`config.mk`:
```
export PLATFORM = sky130hd
export DESIGN_NAME = pwm_wave_generator
export DESIGN_NICKNAME = d
export VERILOG_FILES = /design/src/rtl/pwm_pkg.sv /design/src/rtl/pwm_scale_engine.sv /design/src/rtl/pwm_wave_generator.sv
export SDC_FILE = /design/constraint.sdc
export NUM_CORES = 1
export LEC_CHECK = 0
export BUFFER_PORTS_ARGS = -buffer_cell sky130_fd_sc_hd__buf_2
export CAP_MARGIN = 20
export CORE_AREA = 2 2 212 214
export DETAILED_ROUTE_END_ITERATION = 7
export DIE_AREA = 0 0 214 216
export PLACE_DENSITY = 0.57
export SYNTH_ARGS = -nofsm -noshare
export SYNTH_HDL_FRONTEND = slang
export SYNTH_HIERARCHICAL = 1
export SYNTH_SLANG_ARGS = --single-unit
```
`constraint.sdc`:
```
create_clock -name CLK -period 3.2 [get_ports CLK]
set_input_delay 0.48 -clock CLK [delete_from_list [all_inputs] [get_ports CLK]]
set_output_delay 0.48 -clock CLK [all_outputs]
set_load 0.03 [all_outputs]
```
`src/rtl/pwm_pkg.sv`:
```
// Shared definitions for the PWM wave generator slice.
// Holds the duty/period clamp limits, the default post-reset waveform, the
// scale engine state encoding and the engine step counts.
package pwm_pkg;

  localparam int unsigned DUTY_MAX   = 100;
  localparam int unsigned PERIOD_MIN = 2;
  localparam int unsigned RST_PERIOD = 250_000;
  localparam int unsigned RST_THRESH = 125_000;

  localparam int unsigned MUL_CYCLES = 8;
  localparam int unsigned DIV_CYCLES = 32;
  localparam int unsigned PROD_W     = 32;

  typedef enum logic [1:0] {
    StIdle,
    StMul,
    StDiv,
    StDone
  } eng_state_e;

endpackage

```
`src/rtl/pwm_scale_engine.sv`:
```
// Sequential scale engine: thresh = floor(period * duty / 100).
// An 8-step shift-add multiply is followed by a 32-step restoring divide by 100.
// A start pulse in any state (re)launches the multiply with fresh operands.
// Ports:
//   CLK, RSTn   clock, asynchronous active-low reset
//   start       launch/restart strobe, operands captured on this cycle
//   period      period operand (CLK cycles)
//   duty        duty operand (percent, already clamped)
//   thresh      computed high-time, valid while done is high
//   period_out  period that thresh belongs to, valid while done is high
//   done        one-cycle result strobe (registered)
//   busy        high during multiply and divide (registered)
module pwm_scale_engine
  import pwm_pkg::*;
#(
  parameter int unsigned PERIOD_W = 24,
  parameter int unsigned DUTY_W   = 8
) (
  input  logic                CLK,
  input  logic                RSTn,
  input  logic                start,
  input  logic [PERIOD_W-1:0] period,
  input  logic [DUTY_W-1:0]   duty,
  output logic [PERIOD_W-1:0] thresh,
  output logic [PERIOD_W-1:0] period_out,
  output logic                done,
  output logic                busy
);

  eng_state_e          state_q;
  logic [4:0]          step_q;
  logic [PROD_W-1:0]   mcand_q;
  logic [DUTY_W-1:0]   mplier_q;
  logic [PROD_W-1:0]   acc_q;
  logic [PROD_W-1:0]   quo_q;
  logic [6:0]          rem_q;
  logic [PERIOD_W-1:0] op_period_q;

  logic [PROD_W-1:0] mul_add;
  logic [7:0]        div_trial;
  logic              div_ge;
  logic [6:0]        div_rem;
  logic [PROD_W-1:0] quo_n;

  // Remainder stays below 100, so 7 bits hold it and the shifted trial fits 8.
  always_comb begin
    mul_add   = mplier_q[0] ? acc_q + mcand_q : acc_q;
    div_trial = {rem_q, quo_q[PROD_W-1]};
    div_ge    = (div_trial >= 8'd100);
    div_rem   = div_ge ? 7'(div_trial - 8'd100) : div_trial[6:0];
    quo_n     = {quo_q[PROD_W-2:0], div_ge};
  end

  always_ff @(posedge CLK or negedge RSTn) begin
    if (!RSTn) begin
      state_q     <= StIdle;
      step_q      <= '0;
      mcand_q     <= '0;
      mplier_q    <= '0;
      acc_q       <= '0;
      quo_q       <= '0;
      rem_q       <= '0;
      op_period_q <= '0;
      thresh      <= '0;
      period_out  <= '0;
      done        <= 1'b0;
      busy        <= 1'b0;
    end else begin
      done <= 1'b0;
      if (start) begin
        state_q     <= StMul;
        step_q      <= '0;
        mcand_q     <= PROD_W'(period);
        mplier_q    <= duty;
        acc_q       <= '0;
        op_period_q <= period;
        busy        <= 1'b1;
      end else begin
        unique case (state_q)
          StIdle: ;
          StMul: begin
            acc_q    <= mul_add;
            mcand_q  <= mcand_q << 1;
            mplier_q <= mplier_q >> 1;
            step_q   <= step_q + 5'd1;
            if (step_q == 5'(MUL_CYCLES - 1)) begin
              state_q <= StDiv;
              step_q  <= '0;
              quo_q   <= mul_add;
              rem_q   <= '0;
            end
          end
          StDiv: begin
            quo_q  <= quo_n;
            rem_q  <= div_rem;
            step_q <= step_q + 5'd1;
            if (step_q == 5'(DIV_CYCLES - 1)) begin
              state_q    <= StDone;
              busy       <= 1'b0;
              done       <= 1'b1;
              thresh     <= quo_n[PERIOD_W-1:0];
              period_out <= op_period_q;
            end
          end
          StDone: state_q <= StIdle;
        endcase
      end
    end
  end

endmodule

```
`src/rtl/pwm_wave_generator.sv`:
```
// Glitch-free PWM generator. Clamped Duty/Count_P requests are change-detected,
// scaled to a high-time by pwm_scale_engine and held pending until the running
// period wraps, so a new setting never cuts a pulse short.
// Optional macro PWM_COMPLEMENT_EN adds the registered complement PWM_N_Out.
// Ports:
//   CLK, RSTn     clock, asynchronous active-low reset
//   Duty          requested duty in percent (>100 treated as 100)
//   Count_P       requested period in CLK cycles (<2 treated as 2)
//   PWM_Out       registered PWM waveform
//   Period_Start  registered one-cycle pulse at the first cycle of each period
//   Calc_Busy     high while the scale engine runs
//   PWM_N_Out     (PWM_COMPLEMENT_EN only) registered ~PWM_Out
module pwm_wave_generator #(
  parameter int unsigned PERIOD_W   = 24,
  parameter int unsigned DUTY_W     = 8,
  parameter int unsigned RST_PERIOD = pwm_pkg::RST_PERIOD,
  parameter int unsigned RST_THRESH = pwm_pkg::RST_THRESH
) (
  input  logic                CLK,
  input  logic                RSTn,
  input  logic [DUTY_W-1:0]   Duty,
  input  logic [PERIOD_W-1:0] Count_P,
  output logic                PWM_Out,
  output logic                Period_Start,
  output logic                Calc_Busy
`ifdef PWM_COMPLEMENT_EN
  ,
  output logic                PWM_N_Out
`endif
);

  import pwm_pkg::*;

  logic [DUTY_W-1:0]   duty_c;
  logic [PERIOD_W-1:0] period_c;
  logic                change;
  logic                wrap;

  logic [DUTY_W-1:0]   req_duty_q;
  logic [PERIOD_W-1:0] req_period_q;
  logic                start_q;
  logic [PERIOD_W-1:0] cnt_q;
  logic [PERIOD_W-1:0] active_period_q;
  logic [PERIOD_W-1:0] active_thresh_q;
  logic [PERIOD_W-1:0] calc_period_q;
  logic [PERIOD_W-1:0] calc_thresh_q;
  logic                pending_q;

  logic [PERIOD_W-1:0] eng_thresh;
  logic [PERIOD_W-1:0] eng_period;
  logic                eng_done;

  always_comb begin
    duty_c   = (Duty > DUTY_W'(DUTY_MAX)) ? DUTY_W'(DUTY_MAX) : Duty;
    period_c = (Count_P < PERIOD_W'(PERIOD_MIN)) ? PERIOD_W'(PERIOD_MIN) : Count_P;
    change   = (duty_c != req_duty_q) || (period_c != req_period_q);
    wrap     = (cnt_q == active_period_q - PERIOD_W'(1));
  end

  always_ff @(posedge CLK or negedge RSTn) begin
    if (!RSTn) begin
      req_duty_q   <= DUTY_W'(50);
      req_period_q <= PERIOD_W'(RST_PERIOD);
      start_q      <= 1'b0;
    end else begin
      start_q <= change;
      if (change) begin
        req_duty_q   <= duty_c;
        req_period_q <= period_c;
      end
    end
  end

  pwm_scale_engine #(
    .PERIOD_W (PERIOD_W),
    .DUTY_W   (DUTY_W)
  ) u_engine (
    .CLK        (CLK),
    .RSTn       (RSTn),
    .start      (start_q),
    .period     (req_period_q),
    .duty       (req_duty_q),
    .thresh     (eng_thresh),
    .period_out (eng_period),
    .done       (eng_done),
    .busy       (Calc_Busy)
  );

  // A result finishing on the wrap cycle is not loaded there: the wrap takes the
  // older calc_* values and the fresh result waits for the next wrap.
  always_ff @(posedge CLK or negedge RSTn) begin
    if (!RSTn) begin
      cnt_q           <= '0;
      active_period_q <= PERIOD_W'(RST_PERIOD);
      active_thresh_q <= PERIOD_W'(RST_THRESH);
      calc_period_q   <= PERIOD_W'(RST_PERIOD);
      calc_thresh_q   <= PERIOD_W'(RST_THRESH);
      pending_q       <= 1'b0;
    end else begin
      if (wrap) begin
        cnt_q <= '0;
        if (pending_q) begin
          active_period_q <= calc_period_q;
          active_thresh_q <= calc_thresh_q;
        end
      end else begin
        cnt_q <= cnt_q + PERIOD_W'(1);
      end
      if (eng_done) begin
        calc_period_q <= eng_period;
        calc_thresh_q <= eng_thresh;
        pending_q     <= 1'b1;
      end else if (wrap) begin
        pending_q <= 1'b0;
      end
    end
  end

  always_ff @(posedge CLK or negedge RSTn) begin
    if (!RSTn) begin
      PWM_Out      <= 1'b0;
      Period_Start <= 1'b0;
    end else begin
      PWM_Out      <= (cnt_q < active_thresh_q);
      Period_Start <= (cnt_q == '0);
    end
  end

`ifdef PWM_COMPLEMENT_EN
  always_ff @(posedge CLK or negedge RSTn) begin
    if (!RSTn) begin
      PWM_N_Out <= 1'b1;
    end else begin
      PWM_N_Out <= ~(cnt_q < active_thresh_q);
    end
  end
`endif

endmodule

```
# == After elaboration in Yosys (flattened, before gate mapping) ==
# Cells that the tools add are included.
# op_classes
addsub,5
mul,0
div_mod_pow,0
n_lt_le_gt_ge,4
eq_ne,11
n_shift,0
muxes,30
bitwise_logic,1
reduce_logical,14
# op_table
operator,n
$mux 32,6
$pmux 32 s2,1
$mux 24,2
$add 32x32->32,1
$add 24x1->24 const B,1
$eq 24x24->1,1
$logic_not 24->1,1
$lt 24x2->1 const B,1
$lt 24x24->1,1
$mux 8,3
$ne 24x24->1,1
$sub 24x1->24 const B,1
$mux 7,2
$pmux 7 s2,1
$mux 5,2
$pmux 5 s2,1
$reduce_bool 2->1,5
$reduce_and 3->1,3
$ge 8x7->1 const B,1
$gt 8x7->1 const B,1
$mux 1,8
$ne 8x8->1,1
$sub 7x7->7 const B,1
$mux 2,3
13 further kinds,16
# word_totals
register_bits,348
latch_bits,0
mem_bits_rw,0
romBits,0
in_bits,34
output_inout_bits,3
word_cells,88
n_memories,0

# == Longest topological paths before layout ==
# logic_depth
depth_word,4
ltp_mapped,12
depth_no_buf,11

# == Cells and area by module ==
# The synthesis kept the hierarchy.
# modules_own_cells
module,n_inst,cells_each,area_each_um2,seq_area_each_um2
pwm_scale_engine,1,1004,9673.0,4804.6
pwm_wave_generator,1,648,7692.4,3951.3

# == Worst setup path before layout ==
# Ideal clock, no wire load.
# synth_path
path_kind,flip-flop to flip-flop
start,register active_period_q[0]
end,register active_period_q[18]
setup_ns,0.128
t_arrival_ns,3.335
t_required_ns,3.072
setup_slack_ns,-0.262
path_stages_with_launch,13
n_path_buf,2
synth_period_minus_slack_ns,3.462
path_cell_list,dfrtp_1 -> inv_1 -> ha_1 -> or4b_2 -> nor4_1 -> xnor2_1 -> o211ai_1 -> or4_1 -> nor4b_4 -> nand2_2 -> buf_6 -> buf_6 -> mux2_1
# synth_via
elab_chain_len,3
# synth_lines
element,line_no,source
from (decl),pwm_wave_generator.sv:43,logic [PERIOD_W-1:0] active_period_q;
from (signal assigned),pwm_wave_generator.sv:94,active_period_q <= PERIOD_W'(RST_PERIOD);
from (signal assigned),pwm_wave_generator.sv:103,active_period_q <= calc_period_q;
$sub 24x1->24,pwm_wave_generator.sv:57,wrap = (cnt_q == active_period_q - PERIOD_W'(1));
$eq 24x24->1,pwm_wave_generator.sv:57,
$reduce_and 2->1 (no source line),-,
# Every way passes these cells.
# A chain may end at the register's enable or synchronous reset.

# == Final worst setup path ==
# layout_path
start,register active_period_q[17]
end,register active_period_q[5]
# The elaborated chain is that of the path after synthesis.

==> summary.md <==
| Metric | Value |
|---|---|
| Status | `complete, no violations` |
| Worst Hold End | `req_period_q[7]$_DFFE_PN1P_` |
| First-pass GRT wire length | `67300 µm` |
| Multi-input gate area | `8090 µm²` |
| Post-synth cell types | `83` |
| Filler cells | `4087` |
| CP Capture Type | `register` |
| Relative slew slack | `0.287` |
| WP buf/inv | `1` |
| Mapped Area | `17400 µm²` |
| Worst Max-Slew Pin Slew | `1070 ps` |
| Final slew viol count | `0` |
| Clk pin slew, worst setup/hold paths | `60 ps` |
| Maximum number of pins on one net before global-route repair | `90` |
| FF-to-FF End | `active_period_q[5]$_DFFE_PN0P_` |
| Ys Warns | `6` |
| Crit path time final | `3190 ps` |
| Worst path cell trace | `or4_4 > or4_4 > nor3_4 > xnor2_1 > or4_4 > nor4b_4 > nand2_4 > buf_6 > mux2_4` |
| Flip-flop and latch count after synthesis | `348` |
| ANT nets after route | `0` |
| Critical path class | `register to register` |
| CP required | `3640 ps` |
| Core ar. | `43800 µm²` |
| RSZ-0062 raised after global routing | `true` |
| Placer congestion estimate | `0.871` |
| Nets | `1803` |
| Static leakage | `9.70 nW` |
| Worst VDD drop | `0.387 mV` |
| Grt total ovfl | `0` |
| Total CTS buffers | `41` |
| IO Port Bufs | `36` |
| Clock Latency Late Sink | `560 ps` |
| DRT Pass-1 Iters | `6` |
| Vias per cell | `5.18` |
| CP max-delay cell | `or4_4` |
| # setup viols final | `0` |
| R2R depth | `9` |
| Layout area overhead | `15.4%` |
| Wire per inst | `17.4 µm` |
| Top_reg_cell synth | `dfrtp_1` |
| CP Launch Type | `register` |
| Via count | `12100` |
| Final hold vios | `0` |
| Cell Pwr Density | `474 nW/µm²` |
| Worst R2R Setup Slack | `8 ps` |
| Syn avg cell area | `10.5 µm²` |
| Max cap viols | `0` |
| Reg-to-reg critical path startpoint | `active_period_q[17]$_DFFE_PN1P_` |
| Hold depth | `1` |
| Starting Density | `0.396` |
| IO Pins | `37` |
| Site row count | `77` |
| Initial antenna violation count | `0` |
| WP data arrival | `3630 ps` |
| Hold Path Class | `primary input to register` |
| Async SR Flop Fraction | `1.00` |
| Tot GR Track Use | `0.179` |
| Sequential fraction of the synthesis area | `0.504` |
| DIE WIDTH | `214 µm` |
| Critical Path Max Stage Delay | `520 ps` |
| Die area | `46200 µm²` |
| Peak Freq | `313 MHz` |
| Final Cycle Share | `0.998` |
| Kind of cell adding the most delay to the critical path | `simple AND/OR/NAND/NOR gates` |
| Vias in the first global route | `12300` |
| Post-route DRC violation count | `0` |
| Share of layout cells above drive strength 1 | `0.200` |
| Post-Route WL | `40600 µm` |
| Clk buf depth | `3` |
| Syn_nets | `1751` |
| Post-layout util | `0.457` |
| CP Depth | `9` |
| DP HPWL | `28900 µm` |
| # clock sinks | `348` |
| CTS tree | `yes` |
| H-tree Lvls | `2` |
| Die Ht | `216 µm` |
| Largest fanout on the critical path | `10` |
| Initial DRC count | `628` |
| Setup Total Neg Slack | `0 ps` |
| Post-synthesis cell count | `1652` |
| FF+latch area | `8760 µm²` |
| Post-synth EDFFs | `0` |
| Crit path top cell by count | `or4_4` |
| Min-Delay Startpoint | `Count_P[7]` |
| Root Driver | `clkbuf_16` |
| Antenna cells | `0` |
| Clock skew | `21.7 ps` |
logic make-up (layout without fill, tap and decap cells):
family	Yosys count	count (layout)	share of synthesized area
mux	159	159	0.103
xor+xnor	117	117	0.0590
other cells	1	1	0.000216
fa+ha+maj	65	65	0.0473
buf+inv	171	256	0.0388
simple gates	458	458	0.125
flops	348	348	0.504
compound gates	333	333	0.123
through the flow:
step                      cell area [µm²]  worst slack, ps  instances  total power [W]  hold slack, ps
final                               20000             7.60       2329          0.00950            49.6
after global placement              18500             20.8       2245          0.00494             457
after CTS                           19900             9.78       2322          0.00964            20.4
after floorplan                     17400            -70.8       1652          0.00474             184
after global routing                20000            -73.2       2329          0.00987            25.6
after detailed placement            18500            -38.6       2245          0.00495             460
layer usage:
layer,vias to the layer above,track usage,part of all wire
met2,177,0.289,0.47
met5,-,0,0
met3,62,0.0242,0.033
li1,5893,-,-
met1,5935,0.247,0.47
met4,0,0.0648,0.027
placed cells by master (no fill, tap or decap), types with 6 or more instances in the layout:
master,netlist,final
a211oi_1,18,18
clkbuf_16,0,44
inv_1,76,74
mux2_2,74,74
mux2_4,18,24
buf_2,4,35
xnor2_1,68,66
and2_1,6,6
nand4_1,20,20
dfrtp_1,310,307
a21oi_1,54,54
nor2_1,101,101
nand3_1,29,28
o21ai_1,10,9
nor3_1,14,13
a222oi_1,11,11
nor4_1,23,21
mux2i_1,61,61
a21o_1,30,30
and3_1,13,13
nand2b_1,9,9
buf_4,0,54
clkbuf_1,74,11
nand2_1,193,193
nor2b_1,12,12
a22oi_1,15,15
dfstp_2,38,38
xor2_1,49,48
a31oi_1,12,12
ha_1,64,62
clkinvlp_4,0,6
o21ai_0,127,127
o21bai_1,10,10
cell usage after synthesis (all sizes together), types with 2 or more instances:
cell type / n / area, µm²
nand3: 30 / 155
a222oi: 11 / 110
a211oi: 18 / 135
or2: 5 / 31.3
a221o: 4 / 40.0
nand4: 21 / 146
xor2: 49 / 429
clkbuf: 76 / 290
clkinv: 2 / 7.51
a22oi: 15 / 113
o21bai: 10 / 75.1
nand3b: 5 / 37.5
xnor2: 68 / 596
buf: 17 / 91.3
a22o: 2 / 17.5
nor2: 101 / 379
inv: 76 / 285
and3b: 2 / 17.5
o31a: 3 / 26.3
o21ai: 139 / 718
nor4b: 3 / 41.3
nor3: 15 / 80.1
ha: 64 / 801
a21o: 31 / 234
a21oi: 56 / 295
o22ai: 4 / 25.0
a41oi: 2 / 17.5
mux2: 98 / 1170
nor4: 24 / 156
mux2i: 61 / 611
or3: 3 / 18.8
and3: 14 / 88.8
o31ai: 4 / 48.8
nand2: 194 / 731
dfrtp: 310 / 7760
a211o: 2 / 17.5
nand2b: 9 / 56.3
dfstp: 38 / 998
o2111ai: 4 / 35.0
o21a: 2 / 15.0
a31oi: 12 / 75.1
nor2b: 13 / 88.8
or4: 8 / 63.8
o211ai: 6 / 50.1
and2: 7 / 46.3
layout make-up:
| type | instances | share of cell area |
|---|---|---|
| Clock buffer | 56 | 0.0560 |
| Clock inverter | 20 | 0.0112 |
| Inverter | 78 | 0.0146 |
| Multi-Input combinational cell | 1133 | 0.403 |
| Sequential cell | 348 | 0.437 |
| Tap cell | 592 | 0.0370 |
| Timing Repair Buffer | 102 | 0.0406 |
worst register-to-register path, delay by kind of cell, from the launching register on:
kind,cells,cell delay [ps]
XOR/XNOR,1,90
AND/OR/NAND/NOR,6,2120
buffers and inverters,1,200
flip-flops,1,370
multiplexers,1,310
repair_timing:
item | in CTS | in global routing
cloned | 0 | 4
resized for setup | 2 | 13
setup buffers | 0 | 3
pin swaps | 0 | 9
endpoints found under the hold margin | 57 | 0
endpoints found under the setup margin | 33 | 51
hold buffers | 1 | 0
worst max path at each step:
stage	start	endpoint	slack [ps]
final	active_period_q[17]$_DFFE_PN1P_	active_period_q[5]$_DFFE_PN0P_	8
after global routing	active_period_q[1]$_DFFE_PN0P_	active_period_q[2]$_DFFE_PN0P_	-70
after CTS	active_period_q[1]$_DFFE_PN0P_	active_thresh_q[0]$_DFFE_PN0P_	10
after detailed placement	active_period_q[0]$_DFFE_PN0P_	active_thresh_q[0]$_DFFE_PN0P_	-40
after global placement	active_period_q[1]$_DFFE_PN0P_	active_thresh_q[0]$_DFFE_PN0P_	20
after floorplan	active_period_q[17]$_DFFE_PN1P_	active_period_q[0]$_DFFE_PN0P_	-70
sequential cells by signal, indices dropped and copies added, names as in the netlist:
register / count
u_engine/mplier_q: 8
pending_q: 1
active_period_q: 24
req_period_q: 24
req_duty_q: 8
u_engine/thresh: 24
u_engine/op_period_q: 24
active_thresh_q: 24
u_engine/period_out: 24
Period_Start: 1
start_q: 1
u_engine/quo_q: 32
u_engine/done: 1
calc_thresh_q: 24
u_engine/mcand_q: 32
u_engine/rem_q: 7
PWM_Out: 1
u_engine/acc_q: 32
u_engine/step_q: 5
calc_period_q: 24
u_engine/state_q: 2
cnt_q: 24
u_engine/busy: 1
where the power goes:
group	leakage (nW)	internal (W)	switching [W]	total, W
Combinational	4.54	0.000118	0.000230	0.000347
Sequential	4.51	0.00447	0.0000512	0.00452
Clock	0.642	0.00274	0.00189	0.00463
(Power assumes the default switching activity.)
